## src/rtl/md_pkg.sv

```systemverilog
// Shared op codes, SPECIAL funct codes, FSM states and default latencies
// for the mul/div issue controller.
package md_pkg;

    localparam int DEF_MULT_CYCLES = 5;
    localparam int DEF_DIV_CYCLES  = 10;
    localparam int DEF_CNT_W       = 4;

    localparam logic [3:0] OP_NONE  = 4'd0;
    localparam logic [3:0] OP_MULT  = 4'd1;
    localparam logic [3:0] OP_MULTU = 4'd2;
    localparam logic [3:0] OP_DIV   = 4'd3;
    localparam logic [3:0] OP_DIVU  = 4'd4;
    localparam logic [3:0] OP_MTHI  = 4'd5;
    localparam logic [3:0] OP_MTLO  = 4'd6;

    localparam logic [5:0] OPC_SPECIAL = 6'h00;

    localparam logic [5:0] FN_MFHI  = 6'h10;
    localparam logic [5:0] FN_MTHI  = 6'h11;
    localparam logic [5:0] FN_MFLO  = 6'h12;
    localparam logic [5:0] FN_MTLO  = 6'h13;
    localparam logic [5:0] FN_MULT  = 6'h18;
    localparam logic [5:0] FN_MULTU = 6'h19;
    localparam logic [5:0] FN_DIV   = 6'h1A;
    localparam logic [5:0] FN_DIVU  = 6'h1B;

    typedef enum logic [1:0] {
        ST_IDLE    = 2'd0,
        ST_RUN_MUL = 2'd1,
        ST_RUN_DIV = 2'd2
    } mdState_e;

endpackage

```

## src/rtl/md_issue_ctrl_if.sv

```systemverilog
// Controller-to-mul/div-unit bus: Start/Op/operands out, Busy back.
interface md_issue_ctrl_if;

    logic        md_start;
    logic [3:0]  md_op;
    logic [31:0] md_rdata1;
    logic [31:0] md_rdata2;
    logic        md_busy;

    modport master (
        output md_start,
        output md_op,
        output md_rdata1,
        output md_rdata2,
        input  md_busy
    );

    modport slave (
        input  md_start,
        input  md_op,
        input  md_rdata1,
        input  md_rdata2,
        output md_busy
    );

endinterface

```

## src/rtl/md_decode.sv

```systemverilog
// Combinational classifier for E-stage SPECIAL instructions that touch the
// mul/div unit or HI/LO.
module md_decode
    import md_pkg::*;
(
    input  logic [5:0] i_opcode,
    input  logic [5:0] i_funct,
    output logic       o_isLong,
    output logic       o_isMove,
    output logic       o_isRead,
    output logic [3:0] o_opCode
);

    always_comb begin
        o_isLong = 1'b0;
        o_isMove = 1'b0;
        o_isRead = 1'b0;
        o_opCode = OP_NONE;
        if (i_opcode == OPC_SPECIAL) begin
            case (i_funct)
                FN_MULT:  begin o_isLong = 1'b1; o_opCode = OP_MULT;  end
                FN_MULTU: begin o_isLong = 1'b1; o_opCode = OP_MULTU; end
                FN_DIV:   begin o_isLong = 1'b1; o_opCode = OP_DIV;   end
                FN_DIVU:  begin o_isLong = 1'b1; o_opCode = OP_DIVU;  end
                FN_MTHI:  begin o_isMove = 1'b1; o_opCode = OP_MTHI;  end
                FN_MTLO:  begin o_isMove = 1'b1; o_opCode = OP_MTLO;  end
                FN_MFHI:  o_isRead = 1'b1;
                FN_MFLO:  o_isRead = 1'b1;
                default:  ;
            endcase
        end
    end

endmodule

```

## src/rtl/md_issue_ctrl.sv

```systemverilog
// E-stage issue controller for the mul/div unit: holds Start/Op/operands for
// the op latency and stalls HI/LO users. Optional stall counter: MD_STALL_PERF_EN.
module md_issue_ctrl
    import md_pkg::*;
#(
    parameter int MULT_CYCLES = DEF_MULT_CYCLES,
    parameter int DIV_CYCLES  = DEF_DIV_CYCLES,
    parameter int CNT_W       = DEF_CNT_W
)
(
    input  logic           clk,
    input  logic           reset,
    input  logic           e_valid,
    input  logic           e_kill,
    input  logic [5:0]     e_opcode,
    input  logic [5:0]     e_funct,
    input  logic [31:0]    e_rs_val,
    input  logic [31:0]    e_rt_val,
    md_issue_ctrl_if.master mdIf,
    output logic           stall_e
`ifdef MD_STALL_PERF_EN
    ,
    output logic [31:0]    stall_cnt
`endif
);

    mdState_e         r_state;
    logic [CNT_W-1:0] r_cnt;
    logic             r_start;
    logic [3:0]       r_op;
    logic [31:0]      r_rdata1;
    logic [31:0]      r_rdata2;

    logic             w_isLong;
    logic             w_isMove;
    logic             w_isRead;
    logic [3:0]       w_opCode;
    logic             w_busyAny;
    logic             w_live;
    logic             w_issue;
    logic             w_runDone;

    md_decode u_decode (
        .i_opcode (e_opcode),
        .i_funct  (e_funct),
        .o_isLong (w_isLong),
        .o_isMove (w_isMove),
        .o_isRead (w_isRead),
        .o_opCode (w_opCode)
    );

    assign w_busyAny = (r_state != ST_IDLE) | mdIf.md_busy;
    assign w_live    = e_valid & ~e_kill;
    assign w_issue   = w_live & ~w_busyAny;
    // Gated by reset so the pipeline never sees a stall while reset is held.
    assign stall_e   = reset & w_live & w_busyAny & (w_isLong | w_isMove | w_isRead);

    assign w_runDone = ((r_state == ST_RUN_MUL) && (r_cnt == CNT_W'(MULT_CYCLES))) ||
                       ((r_state == ST_RUN_DIV) && (r_cnt == CNT_W'(DIV_CYCLES)));

    always_ff @(posedge clk or negedge reset) begin
        if (!reset) begin
            r_state  <= ST_IDLE;
            r_cnt    <= '0;
            r_start  <= 1'b0;
            r_op     <= OP_NONE;
            r_rdata1 <= '0;
            r_rdata2 <= '0;
        end else begin
            case (r_state)
                ST_IDLE: begin
                    r_start <= 1'b0;
                    r_op    <= OP_NONE;
                    r_cnt   <= '0;
                    if (w_issue && w_isLong) begin
                        r_start  <= 1'b1;
                        r_op     <= w_opCode;
                        r_rdata1 <= e_rs_val;
                        r_rdata2 <= e_rt_val;
                        r_cnt    <= CNT_W'(1);
                        r_state  <= ((w_opCode == OP_MULT) || (w_opCode == OP_MULTU)) ?
                                    ST_RUN_MUL : ST_RUN_DIV;
                    end else if (w_issue && w_isMove) begin
                        // Move-to ops are a single-cycle Op with no Start pulse.
                        r_op <= w_opCode;
                        if (w_opCode == OP_MTHI) begin
                            r_rdata1 <= e_rs_val;
                        end else begin
                            r_rdata2 <= e_rs_val;
                        end
                    end
                end
                ST_RUN_MUL, ST_RUN_DIV: begin
                    if (w_runDone) begin
                        r_start <= 1'b0;
                        r_op    <= OP_NONE;
                        r_cnt   <= '0;
                        r_state <= ST_IDLE;
                    end else begin
                        r_cnt <= r_cnt + 1'b1;
                    end
                end
                default: begin
                    r_state <= ST_IDLE;
                    r_start <= 1'b0;
                    r_op    <= OP_NONE;
                    r_cnt   <= '0;
                end
            endcase
        end
    end

    assign mdIf.md_start  = r_start;
    assign mdIf.md_op     = r_op;
    assign mdIf.md_rdata1 = r_rdata1;
    assign mdIf.md_rdata2 = r_rdata2;

`ifdef MD_STALL_PERF_EN
    logic [31:0] r_stallCnt;

    always_ff @(posedge clk or negedge reset) begin
        if (!reset) begin
            r_stallCnt <= '0;
        end else if (stall_e && (r_stallCnt != 32'hFFFF_FFFF)) begin
            r_stallCnt <= r_stallCnt + 32'd1;
        end
    end

    assign stall_cnt = r_stallCnt;
`endif

endmodule

```

## src/flat_wrapper.sv

```systemverilog
// flat-port wrapper written by rule: the top's interface ports become plain ports
module md_issue_ctrl_flat import md_pkg::*;
#(
    parameter int MULT_CYCLES = DEF_MULT_CYCLES,
    parameter int DIV_CYCLES  = DEF_DIV_CYCLES,
    parameter int CNT_W       = DEF_CNT_W
)
  (clk, reset, e_valid, e_kill, e_opcode, e_funct, e_rs_val, e_rt_val, stall_e, mdIf_md_start, mdIf_md_op, mdIf_md_rdata1, mdIf_md_rdata2, mdIf_md_busy);
  md_issue_ctrl_if mdIf_i ();
  input  logic clk;
  input  logic reset;
  input  logic e_valid;
  input  logic e_kill;
  input  logic [5:0] e_opcode;
  input  logic [5:0] e_funct;
  input  logic [31:0] e_rs_val;
  input  logic [31:0] e_rt_val;
  output logic stall_e;
  output wire logic [$bits(mdIf_i.md_start)-1:0] mdIf_md_start;
  output wire logic [$bits(mdIf_i.md_op)-1:0] mdIf_md_op;
  output wire logic [$bits(mdIf_i.md_rdata1)-1:0] mdIf_md_rdata1;
  output wire logic [$bits(mdIf_i.md_rdata2)-1:0] mdIf_md_rdata2;
  input wire logic [$bits(mdIf_i.md_busy)-1:0] mdIf_md_busy;
  assign mdIf_md_start = mdIf_i.md_start;
  assign mdIf_md_op = mdIf_i.md_op;
  assign mdIf_md_rdata1 = mdIf_i.md_rdata1;
  assign mdIf_md_rdata2 = mdIf_i.md_rdata2;
  assign mdIf_i.md_busy = mdIf_md_busy;
  md_issue_ctrl #(.MULT_CYCLES(MULT_CYCLES), .DIV_CYCLES(DIV_CYCLES), .CNT_W(CNT_W)) u_core (.clk(clk), .reset(reset), .e_valid(e_valid), .e_kill(e_kill), .e_opcode(e_opcode), .e_funct(e_funct), .e_rs_val(e_rs_val), .e_rt_val(e_rt_val), .mdIf(mdIf_i), .stall_e(stall_e));
endmodule
```

## config.mk

```make
export PLATFORM = sky130hd
export DESIGN_NAME = md_issue_ctrl_flat
export DESIGN_NICKNAME = d
export VERILOG_FILES = /design/src/rtl/md_pkg.sv /design/src/rtl/md_issue_ctrl_if.sv /design/src/rtl/md_decode.sv /design/src/rtl/md_issue_ctrl.sv /design/src/flat_wrapper.sv
export SDC_FILE = /design/constraint.sdc
export NUM_CORES = 1
export LEC_CHECK = 0
export CORE_MARGIN = 10
export CORE_UTILIZATION = 40
export DETAILED_ROUTE_END_ITERATION = 8
export PLACE_DENSITY = 0.75
export SLEW_MARGIN = 20
export SYNTH_ARGS = -nofsm -noshare
export SYNTH_HDL_FRONTEND = slang
export SYNTH_SLANG_ARGS = --single-unit
```

## constraint.sdc

```tcl
create_clock -name clk -period 5.4 [get_ports clk]
set_input_delay 1.08 -clock clk [delete_from_list [all_inputs] [get_ports clk]]
set_output_delay 1.08 -clock clk [all_outputs]
set_load 0.02 [all_outputs]
```

==> parameters.txt <==
Parameter                              Value

CTS
  Clock tree from TritonCTS ... done
  Buffers from clock root to sink, at most ... 2
  CTS sink cnt ... 74
  Clock insertion delay at the later pin of the skew report ... between 0.3 and 0.4 ns
  Clock transition at the registers of the reported paths ... 0.08 ns
  Level count of the clock H-tree ... 3
  Library cell used as clock root buffer ... sky130_fd_sc_hd__clkbuf_8
  Number of buffers inserted by post-CTS setup repair ... 0
  Count of hold-fix buffers inserted at cts ... 0
  Number of buffers inserted during clock tree synthesis ... 9
  CTS resizes ... 0

Floorplanning
  Die area ... 12450 sq um
  Area inside the core boundary ... 8175 sq um
  Rows ... 33
  Die Width ... around 110 um
  I/O pins ... approximately 150
  Initial Util ... slightly above 40%
  Die height ... around 110 um

Synthesis
  Synth top area share ... 55.20%
  Cells taking the most area after synthesis ... sky130_fd_sc_hd__dfrtp_1 55%, sky130_fd_sc_hd__o22ai_1 12%, sky130_fd_sc_hd__mux2_2 7.4%
  Number of distinct library cell variants in the gate-level netlist after synthesis ... 37
  Average footprint of a synthesized cell ... around 12 sq um
  Number of standard cells after synthesis ... around 290
  Cell area after technology mapping ... around 3400 sq um
  Dominant cell type by area after synthesis ... sky130_fd_sc_hd__dfrtp_1
  Yosys synthesis warning count ... 0
  Synthesized Nets ... 374
  Post-synthesis sequential area ratio ... 55.20%
  Number of storage elements in the synthesis netlist ... 74

Power
  Part of the total power dissipated in sequential elements ... about 50%
  Switch Pwr ... around 250 uW
  Cell area power density ... ~210 nW/um^2
  Pwr Total ... 1092 uW
  Leak Pwr ... ~0.0022 uW
  Fraction of power spent switching nets ... between 20% and 30%
  Portion of total power attributed to the clock network ... 39.1%
  Combinational share of power ... between 10% and 20%
  Maximum VDD drop ... between 0.1 and 0.15 mV
  Cell internal power dissipation ... ~840 uW

STA
  Worst Tran Pin Value ... 0.9910 ns
  Period minus WS final ... around 4.1 ns
  Minimum setup slack in the final design ... around 1.3 ns
  Final-report setup violation count ... 0
  Clock Skew ... between 0.005 and 0.006 ns
  Pins Over Slew Limit ... 0
  Final Hold Fails ... 0
  Setup repair after global routing missed its margin ... false
  Final period utilization ... 76.35%
  Maximum achievable frequency ... approximately 240 MHz
  TNS Setup ... 0 ns
  Rel. slew slack ... 33.44%

Setup path
  CP Cell Sequence ... clkdlybuf4s50_1, or4bb_4, nor4_1, clkdlybuf4s50_1
  Cell family with the largest share of critical-path delay ... buffers and inverters
  Endpoint kind of the worst setup timing path ... primary output
  Worst-path fanout max ... 5
  Top cell by count, worst path ... sky130_fd_sc_hd__clkdlybuf4s50_1
  Critical path data arrival time ... between 3 and 4 ns
  Startpoint types ... input port
  Path type of the worst setup path ... in2out
  Data required time of the worst path ... 4.32 ns
  Number of buffer and inverter stages on the critical path ... 2
  Worst stage delay on the critical path ... around 0.67 ns
  Slowest library cell on the worst path ... sky130_fd_sc_hd__clkdlybuf4s50_1

Worst hold path
  Worst Hold Class ... reg2reg

Global route
  Final global-route overflow total ... 0
  All-Layer GR Usage ... 16.94%
  Wire length of the first global-routing pass ... between 15000 and 20000 um
  Vias in the first global route ... approximately 3100
  Pin count of the biggest net entering global routing ... 75
  Number of antenna violations at the first check in global routing ... 0

Finish
  Area of the multi-input gates ... 1365 sq um
  Core Util, Final ... 62.38%
  Storage cell area ... roughly 1900 sq um
  Filler cells ... 666
  Commonest non-fill, non-tap cell in the layout ... sky130_fd_sc_hd__clkdlybuf4s50_1
  Final #Nets ... 517
  Fraction of layout cells with a size suffix above 1 ... between 10% and 20%
  Ant. Diodes ... 0
  Commonest cells after routing, fill and taps aside ... 148 x sky130_fd_sc_hd__clkdlybuf4s50_1, 74 x sky130_fd_sc_hd__dfrtp_1, 64 x sky130_fd_sc_hd__o22ai_1, 36 x sky130_fd_sc_hd__a21oi_1, 22 x sky130_fd_sc_hd__mux2_2
  Area Growth Syn to Fin ... 52.03%

Drt
  Antenna Nets Post-Route ... 0
  Iteration count of the initial detailed-routing pass ... 4
  Total Routed Length ... about 11000 um
  Count of routing violations after the opening detailed-route iteration ... 115
  Remaining design rule violation count ... 0
  Average routed wire per standard cell ... between 20 and 25 um
  Via count ... between 2000 and 3000
  Routed via count divided by cell count ... between 5 and 6

Flow run
  Number of maximum-capacitance violations ... 0

Place
  HPWL Detailed ... between 7000 and 8000 um
  RD Place Congestion ... about 0.8
  Port Buf Inserts ... ~150
  Post-Place Setup Slack ... between 1 and 1.5 ns

Outcome
  Result of the run ... finished, final reports clean
==> logic make-up (layout without fill, tap and decap cells) <==
logic type | Yosys count | count (layout) | share of synthesized area [%]
multiplexers | 32 | 32 | 11.86
other | 1 | 1 | 0.1118
adder cells (fa/ha/maj) | 7 | 7 | 2.611
AO/OA/AOI/OAI | 107 | 107 | 18.57
flip-flops | 74 | 74 | 55.20
AND/OR/NAND/NOR | 34 | 34 | 6.752
XOR/XNOR | 2 | 2 | 0.5223
buffers and inverters | 29 | 177 | 4.364
==> path summary, 6_finish.rpt <==
check                                                      start                                   end  slack [ns]  depth (start not counted)
worst max-delay path                                     e_valid                               stall_e        1.28                          4
worst min-delay path            u_core.mdIf.md_op[2]$_DFFE_PN0P_      u_core.mdIf.md_op[2]$_DFFE_PN0P_        0.47                          2
worst max register to register     u_core.r_state[0]$_DFFE_PN0P_  u_core.mdIf.md_rdata1[6]$_DFFE_PN0P_        2.65                          7
worst min register to register  u_core.mdIf.md_op[2]$_DFFE_PN0P_      u_core.mdIf.md_op[2]$_DFFE_PN0P_        0.47                          2
max in group asynchronous                                  reset  u_core.mdIf.md_rdata1[6]$_DFFE_PN0P_        3.80                          2
min in group asynchronous                                  reset      u_core.mdIf.md_op[0]$_DFFE_PN0P_        0.99                          2
==> worst reg2reg max path, delay by kind of cell (launching register included) <==
kind | cells | cell delay (ns)
muxes | 1 | 0.36
adders and majority gates | 1 | 0.23
and+or+nand+nor | 3 | 1.18
buffers and inverters | 2 | 0.45
DFF | 1 | 0.41
==> registers in the layout, indices dropped and copies added (netlist names) <==
signal                 count
u_core.mdIf.md_op          3
u_core.r_state             2
u_core.mdIf.md_rdata2     32
u_core.mdIf.md_start       1
u_core.mdIf.md_rdata1     32
u_core.r_cnt               4
==> final cells by class <==
cell class | count | share of cell area, %
sequential | 74 | 36.31
timing repair buffer | 155 | 30.08
multi-input combinational | 183 | 26.77
clock buffer | 11 | 2.772
tap | 105 | 2.576
clock inverter | 5 | 1.055
inverter | 6 | 0.4416
==> Yosys cell counts <==
master	number
sky130_fd_sc_hd__o21ai_0	5
sky130_fd_sc_hd__buf_8	1
sky130_fd_sc_hd__and3_1	2
sky130_fd_sc_hd__mux2_2	22
sky130_fd_sc_hd__or4bb_4	1
sky130_fd_sc_hd__xnor2_1	1
sky130_fd_sc_hd__ha_1	7
sky130_fd_sc_hd__nor2_1	1
sky130_fd_sc_hd__conb_1	1
sky130_fd_sc_hd__inv_1	5
sky130_fd_sc_hd__mux2_4	10
sky130_fd_sc_hd__nand3_1	2
sky130_fd_sc_hd__nor4_1	1
sky130_fd_sc_hd__nor3_1	4
sky130_fd_sc_hd__or4_4	2
sky130_fd_sc_hd__clkinv_1	1
sky130_fd_sc_hd__o22ai_1	64
sky130_fd_sc_hd__or3_1	2
sky130_fd_sc_hd__nand3b_1	1
sky130_fd_sc_hd__nand2_1	7
sky130_fd_sc_hd__a21oi_1	36
sky130_fd_sc_hd__and2_1	1
sky130_fd_sc_hd__nor2b_1	1
sky130_fd_sc_hd__nor2_4	1
sky130_fd_sc_hd__nand4_1	1
sky130_fd_sc_hd__or4_1	2
sky130_fd_sc_hd__buf_2	6
sky130_fd_sc_hd__o41ai_1	1
sky130_fd_sc_hd__xor2_1	1
sky130_fd_sc_hd__o2111ai_1	1
sky130_fd_sc_hd__buf_6	2
sky130_fd_sc_hd__clkbuf_1	13
sky130_fd_sc_hd__nor4_2	1
sky130_fd_sc_hd__nand4b_1	3
sky130_fd_sc_hd__dfrtp_1	74
sky130_fd_sc_hd__nand2b_1	1
sky130_fd_sc_hd__buf_4	1
==> power groups by stage <==
stage	clock, uW	combinational [uW]	sequential (uW)
4_1_cts	437	110	556
3_5_place_dp	0	109	567
3_3_place_gp	0	108	567
6_report	426	109	556
2_1_floorplan	0	23.6	569
5_1_grt	465	118	556
==> routing by layer <==
metal / GRT usage (%) / share of wire, % / up-vias
met3: 7.461 / 9.3 / 11
met2: 27.78 / 49 / 120
met4: 4.970 / 1.2 / 0
met5: 0 / 0 / -
met1: 19.60 / 40 / 1440
li1: - / - / 1374
==> per-stage QoR <==
step	cells	cell area, sq um	hold WS, ns
after CTS	539	5100	0.4763
after floorplan	286	3354	0.5574
final	539	5100	0.4742
after global placement	523	4905	0.4609
after global routing	539	5100	0.4972
after detailed placement	523	4905	0.4594
No activity file was read; power rests on OpenSTA's default activity.
